==> src/rtl/pipe_ctrl_if.sv <==
// Handshake bundle between the pipeline stages and the stall/flush controller.
// The master side (stages/bench) drives requests; the slave side (controller) drives freezes.
interface pipe_ctrl_if #(
  parameter int NSTAGE = 6,
  parameter int WAIT_W = 4,
  parameter int PC_W   = 16
);
  logic [NSTAGE-1:0] stall_req;
  logic              wait_start;
  logic [WAIT_W-1:0] wait_len;
  logic              flush_req;
  logic [PC_W-1:0]   flush_target;
  logic              clr_cnt;
  logic [NSTAGE-1:0] stall;
  logic              flush;
  logic [PC_W-1:0]   new_pc;
  logic              busy;
  logic [15:0]       stall_cycles;

  modport master (
    output stall_req, wait_start, wait_len, flush_req, flush_target, clr_cnt,
    input  stall, flush, new_pc, busy, stall_cycles
  );

  modport slave (
    input  stall_req, wait_start, wait_len, flush_req, flush_target, clr_cnt,
    output stall, flush, new_pc, busy, stall_cycles
  );
endinterface

==> src/rtl/pipe_ctrl.sv <==
// Pipeline hazard controller: stall thermometer from per-stage requests, multi-cycle
// memory waits frozen through MEM_STAGE, registered flush/redirect, and a stall counter.
module pipe_ctrl #(
  parameter int NSTAGE    = 6,
  parameter int MEM_STAGE = 3,
  parameter int WAIT_W    = 4,
  parameter int PC_W      = 16
) (
  input  logic      clk,
  input  logic      rst,
  pipe_ctrl_if.slave bus
);

  typedef enum logic [1:0] {
    ST_RUN   = 2'd0,
    ST_WAIT  = 2'd1,
    ST_FLUSH = 2'd2
  } state_e;

  localparam logic [WAIT_W-1:0] CNT_ZERO = {WAIT_W{1'b0}};
  localparam logic [WAIT_W-1:0] CNT_ONE  = {{(WAIT_W-1){1'b0}}, 1'b1};

  state_e            state_q, state_d;
  logic [WAIT_W-1:0] cnt_q, cnt_d;
  logic              pend_q, pend_d;
  logic [PC_W-1:0]   tgt_q, tgt_d;
  logic              flush_q, flush_d;
  logic [PC_W-1:0]   new_pc_q, new_pc_d;
  logic              busy_q, busy_d;
  logic [15:0]       scnt_q, scnt_d;
  logic              wait_act_s;
  logic [NSTAGE-1:0] eff_s;
  logic [NSTAGE-1:0] therm_s;
  logic [NSTAGE-1:0] stall_s;

  // Next-state: wait sequencing, flush arbitration and target capture
  always_comb begin
    state_d    = state_q;
    cnt_d      = cnt_q;
    pend_d     = pend_q;
    tgt_d      = tgt_q;
    wait_act_s = 1'b0;
    case (state_q)
      ST_RUN: begin
        // A flush in the same cycle drops the wait entirely
        if (bus.flush_req) begin
          tgt_d   = bus.flush_target;
          state_d = ST_FLUSH;
        end else if (bus.wait_start && (bus.wait_len != CNT_ZERO)) begin
          wait_act_s = 1'b1;
          if (bus.wait_len != CNT_ONE) begin
            cnt_d   = bus.wait_len - CNT_ONE;
            state_d = ST_WAIT;
          end else begin
            cnt_d = CNT_ZERO;
          end
        end else begin
          cnt_d = CNT_ZERO;
        end
      end
      ST_WAIT: begin
        wait_act_s = 1'b1;
        if (bus.flush_req) begin
          pend_d = 1'b1;
          tgt_d  = bus.flush_target;
        end else begin
          pend_d = pend_q;
        end
        if (cnt_q == CNT_ONE) begin
          cnt_d   = CNT_ZERO;
          pend_d  = 1'b0;
          state_d = (pend_q || bus.flush_req) ? ST_FLUSH : ST_RUN;
        end else begin
          cnt_d = cnt_q - CNT_ONE;
        end
      end
      ST_FLUSH: begin
        if (bus.flush_req) begin
          tgt_d   = bus.flush_target;
          state_d = ST_FLUSH;
        end else begin
          state_d = ST_RUN;
        end
      end
      default: begin
        state_d = ST_RUN;
        cnt_d   = CNT_ZERO;
        pend_d  = 1'b0;
      end
    endcase

    flush_d  = (state_d == ST_FLUSH);
    busy_d   = (state_d == ST_WAIT) || (state_d == ST_FLUSH);
    new_pc_d = flush_d ? tgt_d : new_pc_q;
  end

  // Stall vector: freeze every stage at or below the highest requesting stage
  always_comb begin
    eff_s = bus.stall_req;
    if (wait_act_s) begin
      eff_s[MEM_STAGE] = 1'b1;
    end else begin
      eff_s[MEM_STAGE] = bus.stall_req[MEM_STAGE];
    end
    therm_s = {NSTAGE{1'b0}};
    for (int i = 0; i < NSTAGE; i++) begin
      therm_s[i] = |(eff_s >> i);
    end
    if ((state_q == ST_FLUSH) || !rst) begin
      stall_s = {NSTAGE{1'b0}};
    end else begin
      stall_s = therm_s;
    end
  end

  // Saturating stall-cycle counter; clear has priority over counting
  always_comb begin
    if (bus.clr_cnt) begin
      scnt_d = 16'h0000;
    end else if ((stall_s != {NSTAGE{1'b0}}) && (scnt_q != 16'hFFFF)) begin
      scnt_d = scnt_q + 16'h0001;
    end else begin
      scnt_d = scnt_q;
    end
  end

  // State and output registers
  always_ff @(posedge clk or negedge rst) begin
    if (!rst) begin
      state_q  <= ST_RUN;
      cnt_q    <= CNT_ZERO;
      pend_q   <= 1'b0;
      tgt_q    <= {PC_W{1'b0}};
      flush_q  <= 1'b0;
      new_pc_q <= {PC_W{1'b0}};
      busy_q   <= 1'b0;
      scnt_q   <= 16'h0000;
    end else begin
      state_q  <= state_d;
      cnt_q    <= cnt_d;
      pend_q   <= pend_d;
      tgt_q    <= tgt_d;
      flush_q  <= flush_d;
      new_pc_q <= new_pc_d;
      busy_q   <= busy_d;
      scnt_q   <= scnt_d;
    end
  end

  assign bus.stall        = stall_s;
  assign bus.flush        = flush_q;
  assign bus.new_pc       = new_pc_q;
  assign bus.busy         = busy_q;
  assign bus.stall_cycles = scnt_q;

endmodule

==> src/flat_wrapper.sv <==
// flat-port wrapper written by rule: the top's interface ports become plain ports
module pipe_ctrl_flat 
#(
  parameter int NSTAGE    = 6,
  parameter int MEM_STAGE = 3,
  parameter int WAIT_W    = 4,
  parameter int PC_W      = 16
)
  (clk, rst, bus_stall_req, bus_wait_start, bus_wait_len, bus_flush_req, bus_flush_target, bus_clr_cnt, bus_stall, bus_flush, bus_new_pc, bus_busy, bus_stall_cycles);
  pipe_ctrl_if #(.NSTAGE(NSTAGE), .WAIT_W(WAIT_W), .PC_W(PC_W)) bus_i ();
  input  logic clk;
  input  logic rst;
  input wire logic [$bits(bus_i.stall_req)-1:0] bus_stall_req;
  input wire logic [$bits(bus_i.wait_start)-1:0] bus_wait_start;
  input wire logic [$bits(bus_i.wait_len)-1:0] bus_wait_len;
  input wire logic [$bits(bus_i.flush_req)-1:0] bus_flush_req;
  input wire logic [$bits(bus_i.flush_target)-1:0] bus_flush_target;
  input wire logic [$bits(bus_i.clr_cnt)-1:0] bus_clr_cnt;
  output wire logic [$bits(bus_i.stall)-1:0] bus_stall;
  output wire logic [$bits(bus_i.flush)-1:0] bus_flush;
  output wire logic [$bits(bus_i.new_pc)-1:0] bus_new_pc;
  output wire logic [$bits(bus_i.busy)-1:0] bus_busy;
  output wire logic [$bits(bus_i.stall_cycles)-1:0] bus_stall_cycles;
  assign bus_i.stall_req = bus_stall_req;
  assign bus_i.wait_start = bus_wait_start;
  assign bus_i.wait_len = bus_wait_len;
  assign bus_i.flush_req = bus_flush_req;
  assign bus_i.flush_target = bus_flush_target;
  assign bus_i.clr_cnt = bus_clr_cnt;
  assign bus_stall = bus_i.stall;
  assign bus_flush = bus_i.flush;
  assign bus_new_pc = bus_i.new_pc;
  assign bus_busy = bus_i.busy;
  assign bus_stall_cycles = bus_i.stall_cycles;
  pipe_ctrl #(.NSTAGE(NSTAGE), .MEM_STAGE(MEM_STAGE), .WAIT_W(WAIT_W), .PC_W(PC_W)) u_core (.clk(clk), .rst(rst), .bus(bus_i));
endmodule
==> config.mk <==
export PLATFORM = sky130hd
export DESIGN_NAME = pipe_ctrl_flat
export DESIGN_NICKNAME = d
export VERILOG_FILES = /design/src/rtl/pipe_ctrl_if.sv /design/src/rtl/pipe_ctrl.sv /design/src/flat_wrapper.sv
export SDC_FILE = /design/constraint.sdc
export NUM_CORES = 1
export LEC_CHECK = 0
export ABC_CLOCK_PERIOD_IN_PS = 3200
export BUFFER_PORTS_ARGS = -buffer_cell sky130_fd_sc_hd__buf_2
export CORE_MARGIN = 2
export CORE_UTILIZATION = 30
export CTS_BUF_LIST = sky130_fd_sc_hd__clkbuf_2 sky130_fd_sc_hd__clkbuf_4 sky130_fd_sc_hd__clkbuf_8
export CTS_CLUSTER_SIZE = 12
export DETAILED_ROUTE_END_ITERATION = 10
export PLACE_DENSITY = 0.55
export SLEW_MARGIN = 20
export SYNTH_ARGS = -nofsm -noshare
export SYNTH_HDL_FRONTEND = slang
export SYNTH_SLANG_ARGS = --single-unit
==> constraint.sdc <==
create_clock -name clk -period 3.2 [get_ports clk]
set_input_delay 0.48 -clock clk [delete_from_list [all_inputs] [get_ports clk]]
set_output_delay 0.48 -clock clk [all_outputs]
set_load 0.01 [all_outputs]
# Word level (Yosys, flattened, before mapping)
# Index checks and enable logic that the tools add are counted.
word_totals:
  register_bits: 57
  rom_bits: 0
  n_memories: 0
  in_bits: 31
  word_cells: 65
  latchBits: 0
  mem_bits_rw: 0
  out_inout_bits: 40
op_classes:
  reduce_logical: 19
  eq_ne: 9
  n_mux: 24
  bitwise_logic: 2
  addsub: 3
  div: 0
  n_mul: 0
  magnitude_cmp: 0
  n_shift: 0
ops:
  columns: ["op", "n"]
  rows:
  - ["16-bit 2-to-1 mux", 4]
  - ["16-bit by 1-bit adder with 16-bit output (second input constant)", 1]
  - ["4-bit 2-to-1 mux", 4]
  - ["16-bit inequality test (second input constant)", 1]
  - ["2-bit 2-to-1 mux", 6]
  - ["4-bit one-hot mux with 3 select lines", 1]
  - ["4-bit by 1-bit subtractor with 4-bit output (second input constant)", 2]
  - ["6-bit 2-to-1 mux", 1]
  - ["2-bit one-hot mux with 3 select lines", 1]
  - ["6-bit nonzero test", 1]
  - ["3-bit OR reduction", 2]
  - ["6-bit OR reduction", 1]
  - ["1-bit 2-to-1 mux", 5]
  - ["5-bit OR reduction", 1]
  - ["2-bit by 1-bit == test with 1-bit output (second input constant)", 2]
  - ["2-bit == test (second input constant)", 2]
  - ["4-bit by 1-bit == test with 1-bit output (second input constant)", 1]
  - ["4-bit by 1-bit inequality test with 1-bit output (second input constant)", 1]
  - ["1-bit one-hot mux with 2 select lines", 2]
  - ["2-bit AND reduction", 2]
  - ["4-bit nonzero test", 1]
  - ["2-bit OR reduction", 2]
  - ["4-bit OR reduction", 1]
  - ["1-bit logical OR", 3]
  - ["other kinds (7)", 9]

# Longest topological paths before layout
logic_depth:
  depth_word: 12
  depth_mapped: 9
  depth_no_buf: 8

# Worst setup path before layout
# OpenSTA, ideal clock, no wires.
synth_path:
  path_kind: "input to register"
  startpoint: "input bus_wait_len[1]"
  endpoint: "register u_core.new_pc_q[10], in the netlist u_core.bus.new_pc[10]"
  setup_ns: 0.125
  path_slack_ns: 0.784
  arrival_ns: 2.292
  t_required_ns: 3.075
  path_stages: 9
  path_cell_list: "inv_1 ha_1 nor2_1 o31ai_1 and2_1 ha_1 buf_1 clkbuf_1 mux2_2"
synth_via:
  elab_chain_len: 6
synth_rtl:
  columns: ["element", "line_no", "text"]
  rows:
  - ["start: declaration", "flat_wrapper.sv:15", "input wire logic [$bits(bus_i.wait_len)-1:0] bus_wait_len;"]
  - ["4-bit by 1-bit inequality test with 1-bit output / 4-bit nonzero test (equally long branches)", "pipe_ctrl.sv:51, pipe_ctrl.sv:49", null]
  - ["2-bit 2-to-1 mux / 1-bit logical AND (equally long branches)", "pipe_ctrl.sv:51, pipe_ctrl.sv:49", null]
  - ["2-bit 2-to-1 mux (*)", "pipe_ctrl.sv:49", "end else if (bus.wait_start && (bus.wait_len != CNT_ZERO)) begin"]
  - ["2-bit 2-to-1 mux (*)", "pipe_ctrl.sv:46", "if (bus.flush_req) begin"]
  - ["2-bit one-hot mux with 3 select lines (*)", "pipe_ctrl.sv:43", "case (state_q)"]
  - ["2-bit == test (*)", "pipe_ctrl.sv:92", "flush_d = (state_d == ST_FLUSH);"]
  - ["net u_core.flush_d", "pipe_ctrl.sv:27", "logic flush_q, flush_d;"]
  - ["end signal: assignment", "pipe_ctrl.sv:135", "new_pc_q <= {PC_W{1'b0}};"]
  - ["end signal: assignment", "pipe_ctrl.sv:144", "new_pc_q <= new_pc_d;"]
  - ["end: declaration", "pipe_ctrl.sv:28", "logic [PC_W-1:0] new_pc_q, new_pc_d;"]
# The timed path passes the listed nets; every way through them passes the cells marked *.
# A chain may end at the register's enable or synchronous reset.

# Worst setup path after layout
layout_path:
  startpoint: "input bus_wait_len[1]"
  endpoint: "output bus_stall[0]"
layout_via:
  elab_chain_len: 8
layout_rtl:
  columns: ["element", "line_no", "text"]
  rows:
  - ["4-bit nonzero test", "pipe_ctrl.sv:49", null]
  - ["1-bit logical AND", "pipe_ctrl.sv:49", null]
  - ["1-bit 2-to-1 mux", "pipe_ctrl.sv:49", null]
  - ["1-bit 2-to-1 mux", "pipe_ctrl.sv:46", null]
  - ["1-bit one-hot mux with 2 select lines", "pipe_ctrl.sv:43", null]
  - ["1-bit 2-to-1 mux", "pipe_ctrl.sv:100", "if (wait_act_s) begin"]
  - ["6-bit OR reduction", "pipe_ctrl.sv:107", "therm_s[i] = |(eff_s >> i);"]
  - ["6-bit 2-to-1 mux", "pipe_ctrl.sv:109", "if ((state_q == ST_FLUSH) || !rst) begin"]
  - ["end: declaration", "flat_wrapper.sv:19", "output wire logic [$bits(bus_i.stall)-1:0] bus_stall;"]
# Every way passes these cells.

==> results.md <==
* Status: finished clean
* Number of synthesized flops with an enable pin at 0
* Simple-gate portion of the synthesized area at 14.5%
* Clock Sinks at between 50 and 60
* Routed length per placed instance at about 14 um
* Diode count at 0
* CTS Buffer Depth at 2
* Pleak at roughly 1.6 nW
* Setup bufs post-CTS at 0
* CP Launch Type: input pin
* Yosys Warn Count at 0
* XOR/XNOR share of the synthesized area at less than 1%
* Top FF cell, synth: dfrtp_1
* Hold_buf cts at 0
* Cell count after synthesis at 239
* Tmin final at around 2.5 ns
* Gr ovfl total at 0
* Avg Cell Area, Syn at 11.4 um^2
* Via Count at approximately 2,200
* Full die area at 9820 um^2
* Req. time, crit path at around 2.7 ns
* Worst-Skew Late Latency at roughly 0.33 ns
* DR vias/cell at 5.02
* Maximum vdd drop at 205 uV
* Crit path max fanout at 8
* CTS tree: built
* Pwr/cell area at a little over 700 nW/um^2
* CTS buffer count at 9
* RSZ-0062 raised after global routing: false
* Antenna violations before repair at 0
* Slack of the critical path at about 0.67 ns
* Post-synthesis compound-gate area fraction at about an eighth
* Area Overhead vs Synth at 25.0%
* Largest family of logic cells by synthesized area: multiplexers
* Period utilization at about 79%
* Buffers on Ports at 70
* H-tree depth at 3
* Antenna Nets Post-Route at 0
* First-pass GRT wire length at roughly 10,000 um
* Max-cap violations at 0
* GP Congestion at 0.773
* Critical-path top delay cell: or3b_1
* Arr. time, crit path at between 2 and 2.5 ns
* Critical Path Max Stage Delay at approximately 0.4 ns
* Setup TNS at 0 ns
* CTS Root Cell: clkbuf_8
* # DRC at 0
* Vias in the first global route at roughly 2,200
* Final setup violation count at 0
* Worst-path clk slew at about 0.070 ns
* Most common cell after layout, fill and taps aside: buf_2
* Rows at 34
* Setup clock skew after layout at roughly 0.0085 ns
* Syn nets at around 280
* HP Class: input pin to asynchronous set/reset pin
* Chip width at slightly below 100 um
* Hpwl dp at roughly 4400 um
* Most frequent cells in the layout: buf_2 (70), dfrtp_1 (57), mux2_2 (34)
* Dpl ws at between 0.6 and 0.7 ns
* Final Hold Violating Endpoints at 0
* Reg-to-reg slack, setup at 0.84 ns
* Initial DRC Count at 44
* Core area at 8760 um^2
* Peak Freq at roughly 400 MHz
* Adder-Cell Fraction of Synth Area at about 2.8%
* Die height at 99.1 um
* Max_slew headroom at 51.6%
* Final Max Tran Viols at 0
* Io pins at 71
* Yosys reg bits at between 50 and 60
* Initial core utilization at between 30% and 40%
* Ys async rst share at 100%
* Register area share after synthesis at a little over half
* Share of layout cells above drive strength 1 at between 40% and 50%
* Final #Nets at 353
* Post-synthesis mux area share at between 10% and 20%
* Netlist cell types at 42
* Critical path capture point type: output port
* Slew @ Worst Pin at 0.726 ns
* WL final at around 6100 um
* Cells along the critical path: buf_2 -> inv_1 -> ha_1 -> or3b_1 -> a211oi_2 -> buf_4 -> a21o_2 -> inv_1 -> buf_2
* Critical path class: input pin to output port
* Drt pass-1 iters at 4
* # resized after CTS at 0
* GRT Overall Usage at about an eighth
* Largest net degree at the start of global routing at 58
* Mapped Area at 2710 um^2
where the power goes:
group | switching (mW) | leakage, nW | internal, mW | total, mW
Sequential | 0.110 | 0.711 | 0.920 | 1.03
Combinational | 0.385 | 0.741 | 0.368 | 0.753
Clock | 0.282 | 0.102 | 0.375 | 0.656
Total | 0.777 | 1.55 | 1.66 | 2.44
area by class of cell:
cell class	count	area, um^2
fillers	888	5370
flip-flops and latches	57	1430
multi-input cells	161	1210
repair buffers	74	380
clock buffers	10	138
well taps	108	135
clock inverters	6	57.6
inverters	13	48.8
sequential cells by signal (all words and copies together), names as in the netlist:
name and flops:
u_core.bus.new_pc 16, u_core.bus.stall_cycles 16, u_core.tgt_q 16, u_core.cnt_q 4, u_core.state_q 2, u_core.bus.busy 1
u_core.bus.flush 1, u_core.pend_q 1
cells by family (layout without fill, tap and decap cells):
family / Yosys count / count (layout)
buffers and inverters: 21 / 103
AO/OA/AOI/OAI: 51 / 51
adder cells (fa/ha/maj): 6 / 6
flip-flops: 57 / 57
AND/OR/NAND/NOR: 67 / 67
XOR/XNOR: 1 / 1
multiplexers: 36 / 36
layer usage:
| metal | GRT usage [%] | vias to the layer above | routed length, um |
|---|---|---|---|
| met5 | 0 | - | 0 |
| met4 | 4.43 | 0 | 80 |
| met3 | 3.51 | 7 | 206 |
| met2 | 23.1 | 32 | 3060 |
| met1 | 16.0 | 1068 | 2720 |
| li1 | - | 1046 | - |
critical path: cells and delay by family:
family / cells / cell delay [ns]
buffers and inverters: 5 / 0.56
AND/OR/NAND/NOR: 1 / 0.40
AO/OA/AOI/OAI: 2 / 0.40
adder cells (fa/ha/maj): 1 / 0.21
path summary, 6_finish.rpt:
path                                startpoint                         end  depth (start not counted)
setup / recovery               bus_wait_len[1]                bus_stall[0]                          9
max in group asynchronous                  rst  u_core.bus.stall_cycles[9]                          2
setup reg to reg             u_core.state_q[0]  u_core.bus.stall_cycles[9]                          6
hold / removal                             rst        u_core.bus.new_pc[1]                          2
hold reg to reg                u_core.tgt_q[5]             u_core.tgt_q[5]                          1
min in group clk           bus_flush_target[3]             u_core.tgt_q[3]                          2
cells in the mapped netlist (all sizes together), types with 2 or more instances:
| cell | n | area [um^2] |
|---|---|---|
| dfrtp | 57 | 1430 |
| mux2 | 34 | 383 |
| a21oi | 19 | 95.1 |
| nor2 | 15 | 56.3 |
| inv | 13 | 48.8 |
| nand2 | 10 | 37.5 |
| or4 | 10 | 78.8 |
| o21ai | 8 | 40.0 |
| o31ai | 8 | 60.1 |
| nand3 | 7 | 40.0 |
| buf | 6 | 27.5 |
| ha | 6 | 75.1 |
| or3 | 6 | 37.5 |
| nand4 | 5 | 31.3 |
| nor3 | 3 | 15.0 |
| o22ai | 3 | 18.8 |
| a211oi | 2 | 20.0 |
| a22o | 2 | 17.5 |
| a31oi | 2 | 12.5 |
| clkbuf | 2 | 7.51 |
| mux2i | 2 | 20.0 |
| nor2b | 2 | 12.5 |
| nor4 | 2 | 12.5 |
| o41ai | 2 | 17.5 |
per-stage QoR:
| step | util, % | instance area [um^2] | instances | hold slack [ns] | power, mW |
|---|---|---|---|---|---|
| floorplan | - | 2710 | 239 | 0.184 | 1.53 |
| global placement | 36.5 | 3200 | 413 | 0.477 | 1.79 |
| detailed placement | 36.5 | 3200 | 413 | 0.481 | 1.81 |
| CTS | 38.7 | 3390 | 429 | 0.378 | 2.49 |
| global route | 38.7 | 3390 | 429 | 0.382 | 2.62 |
| finish | 38.7 | 3390 | 429 | 0.359 | 2.44 |
Note: power is estimated with default switching activity, not from simulation.
